## src/rtl/multdiv_unit.sv

```systemverilog
// multdiv_unit: iterative signed multiply (radix-2 Booth) and divide (restoring).
// Define MULTDIV_DIV_EN to build the divider; otherwise any divide request
// completes immediately with result = 0 and exception = 1.
module multdiv_unit #(
  parameter int unsigned WIDTH = 32,
  parameter int unsigned CNT_W = 6
) (
  input  logic             clk,
  input  logic             clr_n,
  input  logic             start_mult,
  input  logic             start_div,
  input  logic [WIDTH-1:0] operand_a,
  input  logic [WIDTH-1:0] operand_b,
  output logic [WIDTH-1:0] result,
  output logic             exception,
  output logic             result_rdy,
  output logic             busy
);

  localparam int unsigned ACC_W = 2 * WIDTH + 1;

  typedef enum logic [1:0] {IDLE, MULT, DIV, DONE} state_t;

  state_t           state, state_nxt;
  logic [CNT_W-1:0] cnt, cnt_nxt;
  logic [ACC_W-1:0] acc, acc_nxt;      // {hi, lo, q-1} for multiply; {rem, quotient} for divide
  logic [WIDTH-1:0] mcand, mcand_nxt;  // multiplicand, or divisor magnitude
  logic             div_zero, div_zero_nxt;
  logic [WIDTH-1:0] result_nxt;
  logic             exception_nxt, result_rdy_nxt, busy_nxt;

  logic [WIDTH:0]     booth_sum;
  logic [2*WIDTH-1:0] product;
  logic               prod_ovf;

`ifdef MULTDIV_DIV_EN
  logic             op_div, op_div_nxt;
  logic             neg_q, neg_q_nxt;
  logic [WIDTH:0]   div_shift, div_rem;
  logic             div_ge;
  logic [WIDTH-1:0] a_mag, b_mag;

  // Restoring divide step plus operand magnitudes for the start load
  always_comb begin
    div_shift = {acc[2*WIDTH-1:WIDTH], acc[WIDTH-1]};
    div_ge    = (div_shift >= {1'b0, mcand});
    div_rem   = div_ge ? (div_shift - {1'b0, mcand}) : div_shift;
    a_mag     = operand_a[WIDTH-1] ? ((~operand_a) + WIDTH'(1)) : operand_a;
    b_mag     = operand_b[WIDTH-1] ? ((~operand_b) + WIDTH'(1)) : operand_b;
  end
`endif

  // Booth add/subtract into the upper half with one bit of headroom, then product overflow
  always_comb begin
    booth_sum = {acc[ACC_W-1], acc[ACC_W-1:WIDTH+1]};
    case (acc[1:0])
      2'b01:   booth_sum = {acc[ACC_W-1], acc[ACC_W-1:WIDTH+1]} + {mcand[WIDTH-1], mcand};
      2'b10:   booth_sum = {acc[ACC_W-1], acc[ACC_W-1:WIDTH+1]} - {mcand[WIDTH-1], mcand};
      default: ;
    endcase
    product  = acc[ACC_W-1:1];
    prod_ovf = ~((&product[2*WIDTH-1:WIDTH-1]) | ~(|product[2*WIDTH-1:WIDTH-1]));
  end

  // Next-state, datapath and output logic; a start request overrides any state
  always_comb begin
    state_nxt     = state;
    cnt_nxt       = cnt;
    acc_nxt       = acc;
    mcand_nxt     = mcand;
    div_zero_nxt  = div_zero;
    result_nxt    = result;
    exception_nxt = exception;
`ifdef MULTDIV_DIV_EN
    op_div_nxt    = op_div;
    neg_q_nxt     = neg_q;
`endif

    case (state)
      MULT: begin
        acc_nxt = {booth_sum, acc[WIDTH:1]};
        cnt_nxt = cnt + CNT_W'(1);
        if (cnt == CNT_W'(WIDTH - 1)) state_nxt = DONE;
      end
`ifdef MULTDIV_DIV_EN
      DIV: begin
        acc_nxt = {div_rem, acc[WIDTH-2:0], div_ge};
        cnt_nxt = cnt + CNT_W'(1);
        if (cnt == CNT_W'(WIDTH - 1)) state_nxt = DONE;
      end
`endif
      DONE: begin
        state_nxt = IDLE;
        if (div_zero) begin
          result_nxt    = '0;
          exception_nxt = 1'b1;
`ifdef MULTDIV_DIV_EN
        end else if (op_div) begin
          result_nxt    = neg_q ? ((~acc[WIDTH-1:0]) + WIDTH'(1)) : acc[WIDTH-1:0];
          exception_nxt = ~neg_q & acc[WIDTH-1];
`endif
        end else begin
          result_nxt    = product[WIDTH-1:0];
          exception_nxt = prod_ovf;
        end
      end
      default: ;
    endcase

    if (start_mult) begin
      state_nxt    = MULT;
      cnt_nxt      = '0;
      acc_nxt      = {WIDTH'(0), operand_b, 1'b0};
      mcand_nxt    = operand_a;
      div_zero_nxt = 1'b0;
`ifdef MULTDIV_DIV_EN
      op_div_nxt   = 1'b0;
`endif
    end else if (start_div) begin
      cnt_nxt = '0;
`ifdef MULTDIV_DIV_EN
      op_div_nxt   = 1'b1;
      neg_q_nxt    = operand_a[WIDTH-1] ^ operand_b[WIDTH-1];
      mcand_nxt    = b_mag;
      acc_nxt      = {(WIDTH + 1)'(0), a_mag};
      div_zero_nxt = (operand_b == '0);
      state_nxt    = (operand_b == '0) ? DONE : DIV;
`else
      div_zero_nxt = 1'b1;
      state_nxt    = DONE;
`endif
    end

    result_rdy_nxt = (state == DONE);
    busy_nxt       = (state_nxt != IDLE);
  end

  // State and output registers
  always_ff @(posedge clk or negedge clr_n) begin
    if (!clr_n) begin
      state      <= IDLE;
      cnt        <= '0;
      acc        <= '0;
      mcand      <= '0;
      div_zero   <= 1'b0;
      result     <= '0;
      exception  <= 1'b0;
      result_rdy <= 1'b0;
      busy       <= 1'b0;
`ifdef MULTDIV_DIV_EN
      op_div     <= 1'b0;
      neg_q      <= 1'b0;
`endif
    end else begin
      state      <= state_nxt;
      cnt        <= cnt_nxt;
      acc        <= acc_nxt;
      mcand      <= mcand_nxt;
      div_zero   <= div_zero_nxt;
      result     <= result_nxt;
      exception  <= exception_nxt;
      result_rdy <= result_rdy_nxt;
      busy       <= busy_nxt;
`ifdef MULTDIV_DIV_EN
      op_div     <= op_div_nxt;
      neg_q      <= neg_q_nxt;
`endif
    end
  end

endmodule

```

## config.mk

```make
export PLATFORM = sky130hd
export DESIGN_NAME = multdiv_unit
export DESIGN_NICKNAME = d
export VERILOG_FILES = /design/src/rtl/multdiv_unit.sv
export SDC_FILE = /design/constraint.sdc
export NUM_CORES = 1
export LEC_CHECK = 0
export ABC_AREA = 0
export CAP_MARGIN = 5
export CORE_MARGIN = 2
export CORE_UTILIZATION = 41
export DETAILED_ROUTE_END_ITERATION = 8
export PLACE_DENSITY = 0.66
export SLEW_MARGIN = 20
export SYNTH_ARGS = -nofsm -noshare
export SYNTH_HDL_FRONTEND = slang
export SYNTH_SLANG_ARGS = --single-unit
```

## constraint.sdc

```tcl
create_clock -name clk -period 9.7 [get_ports clk]
set_input_delay 1.94 -clock clk [delete_from_list [all_inputs] [get_ports clk]]
set_output_delay 1.94 -clock clk [all_outputs]
set_load 0.005 [all_outputs]
```

==> flow_summary.toml <==
[die]
die-area_um2 = 22400
die_h_um = 150
num_rows = 53
core_area_um2 = 21000
die_w_um = 150
initial_core_util_pct = 41.6
io_pins = 103

[timing]
setup_tns_ns = 0
slew_headroom_pct = 33.8
whs_ns = 0.478
hold_viol = 0
rsz0062_at_grt = "false"
finalSetupViolCount = 0
slew_viol_final = 0
worst_slew_pin_slew_ns = 0.993
fin_ws_ns = 5.32
fmax_mhz = 228
finalCritPeriodShare_pct = 45.2
min_period_ns = 4.38
clock_skew_ns = 0.0120

[hold_path]
hold_path_class = "reg -> reg"
min_path_cells = 2

[synthesis]
netlist_top_cells_area = "dfrtp_1, o21ai_0, nand2_1"
syn_inst = 977
synth_edf_count = 0
ys_top_cells_by_count = "dfrtp_1, nand2_1, o21ai_0, a21oi_1, nor2_1"
postSynthAreaPerCell_um2 = 8.91
synth_top_area_share_pct = 40.5
synth_most_common_cell = "dfrtp_1"
ys_ff_latch = 141
ys_seq_area_share_pct = 40.5
mappedNetlistArea_um2 = 8710
synthArstFlopShare_pct = 100
syn_nets = 1082
ys_warn_count = 0
netlist-cell-type-count = 63
synth-main-ff-cell = "dfrtp_1"
synth_top_area_cell = "dfrtp_1"

[worst_setup_path]
worstPathArrival_ns = 4.69
reg2reg_depth = 17
start_kind = "flop"
critPathRequiredTime_ns = 10.01
path_max_fanout = 10
path_class = "reg -> reg"
end_kind = "flop"

[clock_network]
clock_sinks = 141
hold_buffers = 0
clk_pin_slew_ns = 0.07
cts_buffer_depth = 2
cts_tree = "done"
htree_levels = 4
postCtsSetupRepairBufs = 0
ctsResizeCount = 0
numCtsBuffers = 17
cts-root-buf = "clkbuf_16"
clk-insertion-delay-late_ns = 0.43

[finish]
area_delta_synth_final_pct = 21.2
final_cells = 1338
antenna_cells = 0
multi_input_area_um2 = 4890
final_util_pct = 50.4
drive_above_1_share_pct = 8.09
num-fill-cells = 1967
register_area_um2 = 3530
nets = 1155
fin_area_um2 = 10600

[placement]
dp_worst_setup_slack_ns = 5.40
place_congestion = 0.944
place_inst = 1306
place.port_buffers = 102
place_area_um2 = 9920
hpwl_um = 15000

[route]
wl_per_cell_um = 16.0
remaining_drc_errors = 0
via_per_inst = 5.43
dr_total_vias = 7261
postRouteAntennaNets = 0
drt-initial-drc-count = 428
dr.pass1.iters = 5
routed_wl_um = 21500

[global_routing]
grt_pass1_wl_um = 35200
grt-ovfl-total = 0
grt_pass1_vias = 6799
grt_use_total_pct = 19.8
antenna_found_initial = 0
grt_max_degree = 95

[power]
ir_drop_v = 0.000135
power.density_nw_per_um2 = 211
p_total_mw = 2.23
leakage_nw = 4.50

[run_status]
outcome = "complete, no violations"

[job]
maxCapViolCount = 0
## worst paths after layout
path,from,end,slack [ns]
worst min-delay path,result[9],result[9],0.48
worst min register to register,result[9],result[9],0.48
worst max-delay path,mcand[4],acc[63],5.32
min in group asynchronous,clr_n,result_rdy,1.55
worst max register to register,mcand[4],acc[63],5.32
max in group asynchronous,clr_n,acc[11],6.91
## layer usage
| layer | vias to the layer above | GRT usage (%) | routed length [µm] |
|---|---|---|---|
| met5 | - | 0 | 0 |
| met4 | 0 | 5.24 | 381 |
| met3 | 31 | 4.27 | 1240 |
| met2 | 209 | 30.0 | 9310 |
| met1 | 3388 | 28.7 | 10500 |
| li1 | 3633 | - | - |
## state kept, by name, summed over array words and instances (netlist names)
signal and cells:
cnt 6, busy 1, acc 65, mcand 32, state 2, exception 1
result_rdy 1, div_zero 1, result 32
## power by group
group	internal (mW)	switching [mW]	leakage [nW]
clock network	0.394	0.298	0.302
logic	0.351	0.420	2.43
registers	0.668	0.101	1.77
total	1.41	0.818	4.50
## cells in the final DEF, fill, tap and decap left out, types with 8 or more instances in the layout
cell	count
dfrtp_1	141
nand2_1	123
o21ai_0	106
clkdlybuf4s50_1	100
a21oi_1	62
nor2_1	62
xnor2_1	42
nand2b_1	40
mux2i_1	38
ha_1	36
mux2_2	28
nor3_1	27
inv_1	26
clkbuf_16	17
nand3_1	15
a21o_1	15
nand4_1	15
a31oi_1	13
nor4_1	13
xor2_1	10
nor2b_1	9
or3_1	8
## cells by family (layout without fill, tap and decap cells)
| kind of cell | Yosys count | after routing | share of synthesized area, % |
|---|---|---|---|
| AND/OR/NAND/NOR | 347 | 347 | 19.9 |
| AO/OA/AOI/OAI | 254 | 254 | 17.5 |
| flip-flops | 141 | 141 | 40.5 |
| buffers and inverters | 80 | 166 | 3.49 |
| XOR/XNOR | 52 | 52 | 5.23 |
| adder cells (fa/ha/maj) | 37 | 37 | 5.40 |
| multiplexers | 66 | 66 | 7.99 |
## worst max-delay path: stages (launching register included)
cell and delay, ns:
dfrtp_1 0.42, nor3_2 0.24, nand2_1 0.09, nor4_1 0.63, and2_1 0.33, nand2_1 0.07
nor2_1 0.17, nor2_1 0.07, xnor2_1 0.14, ha_1 0.41, a21o_1 0.21, a21oi_1 0.29
o21ai_0 0.14, a2111oi_0 0.46, nor3_1 0.12, o21ai_1 0.19, nand3_1 0.09, a31o_1 0.20
## area by class of cell
| class | instances | share of cell area [%] |
|---|---|---|
| sequential | 141 | 33.4 |
| inverter | 26 | 0.925 |
| clock inverter | 15 | 1.87 |
| clock buffer | 17 | 4.03 |
| multi-input combinational | 756 | 46.4 |
| tap | 275 | 3.26 |
| timing repair buffer | 108 | 10.1 |
Power figures use the tool's default switching activity.
==> RTL edit 1: new RTL, config.mk and constraints unchanged <==
Build with the macro `MULTDIV_DIV_EN` defined.
--- a/src/rtl/multdiv_unit.sv
+++ b/src/rtl/multdiv_unit.sv
@@ -1,6 +1,8 @@
 // multdiv_unit: iterative signed multiply (radix-2 Booth) and divide (restoring).
 // Define MULTDIV_DIV_EN to build the divider; otherwise any divide request
 // completes immediately with result = 0 and exception = 1.
+`define MULTDIV_DIV_EN
+
 module multdiv_unit #(
   parameter int unsigned WIDTH = 32,
   parameter int unsigned CNT_W = 6
Formal check against the unedited RTL: not equivalent (a bounded check fails within 4 cycles, from zero or initial values).
==> RTL edit 1 against the original RTL <==
- critical path type is now input pin to register
- sequential cell count is 2 higher
- synthesized area is 57% higher
- worst setup slack worse by 1.1 ns
- sequential share of layout area is 10 points lower
- power is 16% higher
- combinational power is 39% higher
- final area is 48% higher
- register-to-register slack worse by 0.64 ns
- wire length is 100% higher
- count of clock-buffer cells in the layout is 5 higher
- clock power is 4.5% higher
- non-clock buffer count is 7 higher
==> RTL edit 1: results (changes against the original RTL) <==
{
  "gr-usage-met1": {"value": 0.350, "change": "was 0.287"},
  "synth_cell_type_count": {"value": 78, "change": "was 63"},
  "whs": {"value": 0.530, "unit": "ns", "change": "was 0.478 ns"},
  "power.leakage": {"value": 0.00647, "unit": "µW", "change": "was 0.00450 µW"},
  "synth.mux.area_fraction": {"value": 0.0251, "change": "was 0.0799"},
  "crit_path_top_delay_cell": {"value": "sky130_fd_sc_hd__or4_1", "change": "was sky130_fd_sc_hd__nor4_1"},
  "place_area": {"value": 14900, "unit": "µm²", "change": "was 9920 µm²"},
  "relSlewSlack": {"value": 0.265, "change": "was 0.338"},
  "final_cell_count_no_fill": {"value": 2256, "change": "was 1338"},
  "gr_util_all_layers": {"value": 0.246, "change": "was 0.198"},
  "synth-adder-area-share": {"value": 0.0716, "change": "was 0.0540"},
  "placedCellCount": {"value": 2224, "change": "was 1306"},
  "result_of_the_run": {"value": "complete, no violations", "change": "unchanged"},
  "top_area_cells_in_the_synthesized_netlist": {"value": "sky130_fd_sc_hd__dfrtp_1 (26%), sky130_fd_sc_hd__ha_1 (6.9%), sky130_fd_sc_hd__xor2_1 (6.5%)", "change": "was sky130_fd_sc_hd__dfrtp_1 (41%), sky130_fd_sc_hd__o21ai_0 (6.1%), sky130_fd_sc_hd__nand2_1 (5.3%)"},
  "grt_pass1_wl": {"value": 69800, "unit": "µm", "change": "was 35200 µm"},
  "met2WireLength": {"value": 19600, "unit": "µm", "change": "was 9310 µm"},
  "layout.area.seq": {"value": 3580, "unit": "µm²", "change": "was 3530 µm²"},
  "worst_ep_arrival_time": {"value": 5.88, "unit": "ns", "change": "was 4.69 ns"},
  "groute.layer.met3.usage": {"value": 0.0389, "change": "was 0.0427"},
  "wirelength": {"value": 43400, "unit": "µm", "change": "was 21500 µm"},
  "compound_cell_area_share_of_the_yosys_netlist": {"value": 0.290, "change": "was 0.175"},
  "gpl.final_weighted_congestion": {"value": 0.929, "change": "was 0.944"},
  "critical_path_peak_fanout": {"value": 6, "change": "was 10"},
  "detailedPlace.worstSlack": {"value": 3.88, "unit": "ns", "change": "was 5.40 ns"},
  "grt_pass1_vias": {"value": 12696, "change": "was 6799"}
}
## RTL edit 1: cell types whose count changed after synthesis, moves of 45 or more
cell	unedited run	this run
sky130_fd_sc_hd__o21ai_0	106	174
sky130_fd_sc_hd__xor2_1	10	102
sky130_fd_sc_hd__nand2_1	124	202
sky130_fd_sc_hd__inv_1	26	97
sky130_fd_sc_hd__a21oi_1	62	143
sky130_fd_sc_hd__a211oi_1	6	63
sky130_fd_sc_hd__clkbuf_1	47	92
## RTL edit 1: final timing paths
check / start / end
max: operand_b[6] / div_zero
min: result[5] / result[5]
max reg2reg: mcand[1] / acc[64]
min reg2reg: result[5] / result[5]
max in group asynchronous: clr_n / acc[13]
min in group asynchronous: clr_n / result[27]
## RTL edit 1: area by class of cell
type,count,share of cell area
multi-input cells,1424,0.599
flip-flops and latches,143,0.230
repair buffers,115,0.0715
well taps,442,0.0355
clock buffers,22,0.0298
inverters,100,0.0241
clock inverters,10,0.0103
==> RTL edit 2: new RTL, config.mk and constraints unchanged <==
Without the edit above. The 4 states of `state_t` get a Gray code encoding in 2 bits.
--- a/src/rtl/multdiv_unit.sv
+++ b/src/rtl/multdiv_unit.sv
@@ -19,7 +19,7 @@
 
   localparam int unsigned ACC_W = 2 * WIDTH + 1;
 
-  typedef enum logic [1:0] {IDLE, MULT, DIV, DONE} state_t;
+  typedef enum logic [1:0] {IDLE = 2'b00, MULT = 2'b01, DIV = 2'b11, DONE = 2'b10} state_t;
 
   state_t           state, state_nxt;
   logic [CNT_W-1:0] cnt, cnt_nxt;
Check against the original RTL: same outputs for any inputs over 10 cycles, from zero or initial values; not proved beyond that.
==> RTL edit 2 against the original RTL <==
- sequential power down 1%
- largest cell class unchanged
- core utilization down 0.27 points
- worst setup slack better by 0.34 ns
- critical path type unchanged
- synthesized area down 0.40%
- sequential cell count unchanged
- power down 3.9%
- clock power down 5.6%
- final area down 0.85%
- wire length down 3.4%
- clock skew down 0.0024 ns
==> RTL edit 2: results (changes against the original RTL) <==
{
  "top_area_cells_in_the_synthesized_netlist": {"value": "sky130_fd_sc_hd__dfrtp_1 (41%), sky130_fd_sc_hd__o21ai_0 (6.1%), sky130_fd_sc_hd__ha_1 (5.5%)", "change": "was sky130_fd_sc_hd__dfrtp_1 (41%), sky130_fd_sc_hd__o21ai_0 (6.1%), sky130_fd_sc_hd__nand2_1 (5.3%)"},
  "crit-reg2reg-capture": {"value": "acc[64]", "change": "was acc[63]"},
  "vias": {"value": 7171, "change": "was 7261"},
  "synth.yosys.seq_area_share": {"value": 0.407, "change": "was 0.405"},
  "m1WireLength": {"value": 9990, "unit": "µm", "change": "was 10500 µm"},
  "gpl.final_weighted_congestion": {"value": 0.895, "change": "was 0.944"},
  "whs": {"value": 0.518, "unit": "ns", "change": "was 0.478 ns"},
  "detailedRoute.firstIterationViolations": {"value": 433, "change": "was 428"},
  "dr_wl_met3": {"value": 1190, "unit": "µm", "change": "was 1240 µm"},
  "critical-path-max-stage-delay": {"value": 0.45, "unit": "ns", "change": "was 0.63 ns"},
  "post-dp-hpwl": {"value": 14600, "unit": "µm", "change": "was 15000 µm"},
  "cts_inserted_buffers": {"value": 17, "change": "unchanged"},
  "wl_per_cell": {"value": 15.6, "unit": "µm", "change": "was 16.0 µm"},
  "holdCritStartpoint": {"value": "result[19]", "change": "was result[9]"},
  "final_cell_count_no_fill": {"value": 1326, "change": "was 1338"},
  "place_area": {"value": 9870, "unit": "µm²", "change": "was 9920 µm²"},
  "met2WireLength": {"value": 9220, "unit": "µm", "change": "was 9310 µm"},
  "netlist_top_cells_count": {"value": "sky130_fd_sc_hd__dfrtp_1 (141), sky130_fd_sc_hd__o21ai_0 (106), sky130_fd_sc_hd__nand2_1 (94)", "change": "was sky130_fd_sc_hd__dfrtp_1 (141), sky130_fd_sc_hd__nand2_1 (124), sky130_fd_sc_hd__o21ai_0 (106)"},
  "syn_area_per_cell": {"value": 9.01, "unit": "µm²", "change": "was 8.91 µm²"},
  "worst_pin_slew": {"value": 0.976, "unit": "ns", "change": "was 0.993 ns"},
  "synth_cell_type_count": {"value": 61, "change": "was 63"},
  "ff2ff_setup_slack": {"value": 5.66, "unit": "ns", "change": "was 5.32 ns"},
  "grt_pass1_wl": {"value": 34200, "unit": "µm", "change": "was 35200 µm"},
  "min_delay_worst_endpoint": {"value": "result[19]", "change": "was result[9]"},
  "syn_nets": {"value": 1070, "change": "was 1082"},
  "crit_path_top_delay_cell": {"value": "sky130_fd_sc_hd__or4_4", "change": "was sky130_fd_sc_hd__nor4_1"},
  "drive_gt1_frac": {"value": 0.0790, "change": "was 0.0809"},
  "grt_max_degree": {"value": 81, "change": "was 95"},
  "fillerInstances": {"value": 1996, "change": "was 1967"},
  "fin_worst_skew": {"value": 0.00954, "unit": "ns", "change": "was 0.0120 ns"},
  "critical_path_peak_fanout": {"value": 6, "change": "was 10"},
  "result_of_the_run": {"value": "complete, no violations", "change": "unchanged"}
}
## RTL edit 2: cell count changes after synthesis, moves of 10 or more
cell                       before  now
sky130_fd_sc_hd__nand2b_1      41    3
sky130_fd_sc_hd__nand3b_1       0   33
sky130_fd_sc_hd__nand2_1      124   94
sky130_fd_sc_hd__inv_1         26   51
sky130_fd_sc_hd__nor3_1        27   16
sky130_fd_sc_hd__a21o_1        15    5
## RTL edit 2: cell families (layout without fill, tap and decap cells)
logic type               Yosys count  count (layout)  share of synthesized area
AO/OA/AOI/OAI                    260             260                      0.175
flip-flops                       141             141                      0.407
adder cells (fa/ha/maj)           39              39                     0.0571
AND/OR/NAND/NOR                  291             291                      0.170
XOR/XNOR                          63              63                     0.0636
buffers and inverters            103             191                     0.0475
multiplexers                      66              66                     0.0799
## RTL edit 2: worst max path at each step
stage | start | depth (start not counted) | slack (ns) | to
4_1_cts | mcand[4] | 17 | 5.67 | acc[64]
6_report | mcand[4] | 17 | 5.66 | acc[64]
5_1_grt | mcand[4] | 17 | 5.33 | acc[64]
3_3_place_gp | mcand[4] | 16 | 5.75 | acc[62]
3_5_place_dp | mcand[4] | 17 | 5.68 | acc[64]
2_1_floorplan | mcand[4] | 18 | 5.92 | acc[64]
## RTL edit 2: per-layer routing
layer	track usage	vias to the layer above
li1	-	3578
met1	0.274	3354
met2	0.298	216
met3	0.0308	23
met4	0.0548	0
met5	0	-
## RTL edit 2: stage by stage
step                 util  worst slack, ns
floorplan               -             5.92
global placement    0.473             5.75
detailed placement  0.473             5.68
CTS                 0.500             5.67
global route        0.501             5.33
finish              0.501             5.66
## RTL edit 2: report_power, final
part	leakage, µW	switching (µW)	internal, µW
Clock	0.000289	289	363
Combinational	0.00228	396	333
Sequential	0.00177	90.8	671
Total	0.00434	777	1370
## RTL edit 2: cell type report
cell class	instances	share of cell area
sequential	141	0.337
timing repair buffer	107	0.101
tap	275	0.0329
inverter	52	0.0187
clock buffer	17	0.0407
clock inverter	15	0.0146
multi-input combinational	719	0.455
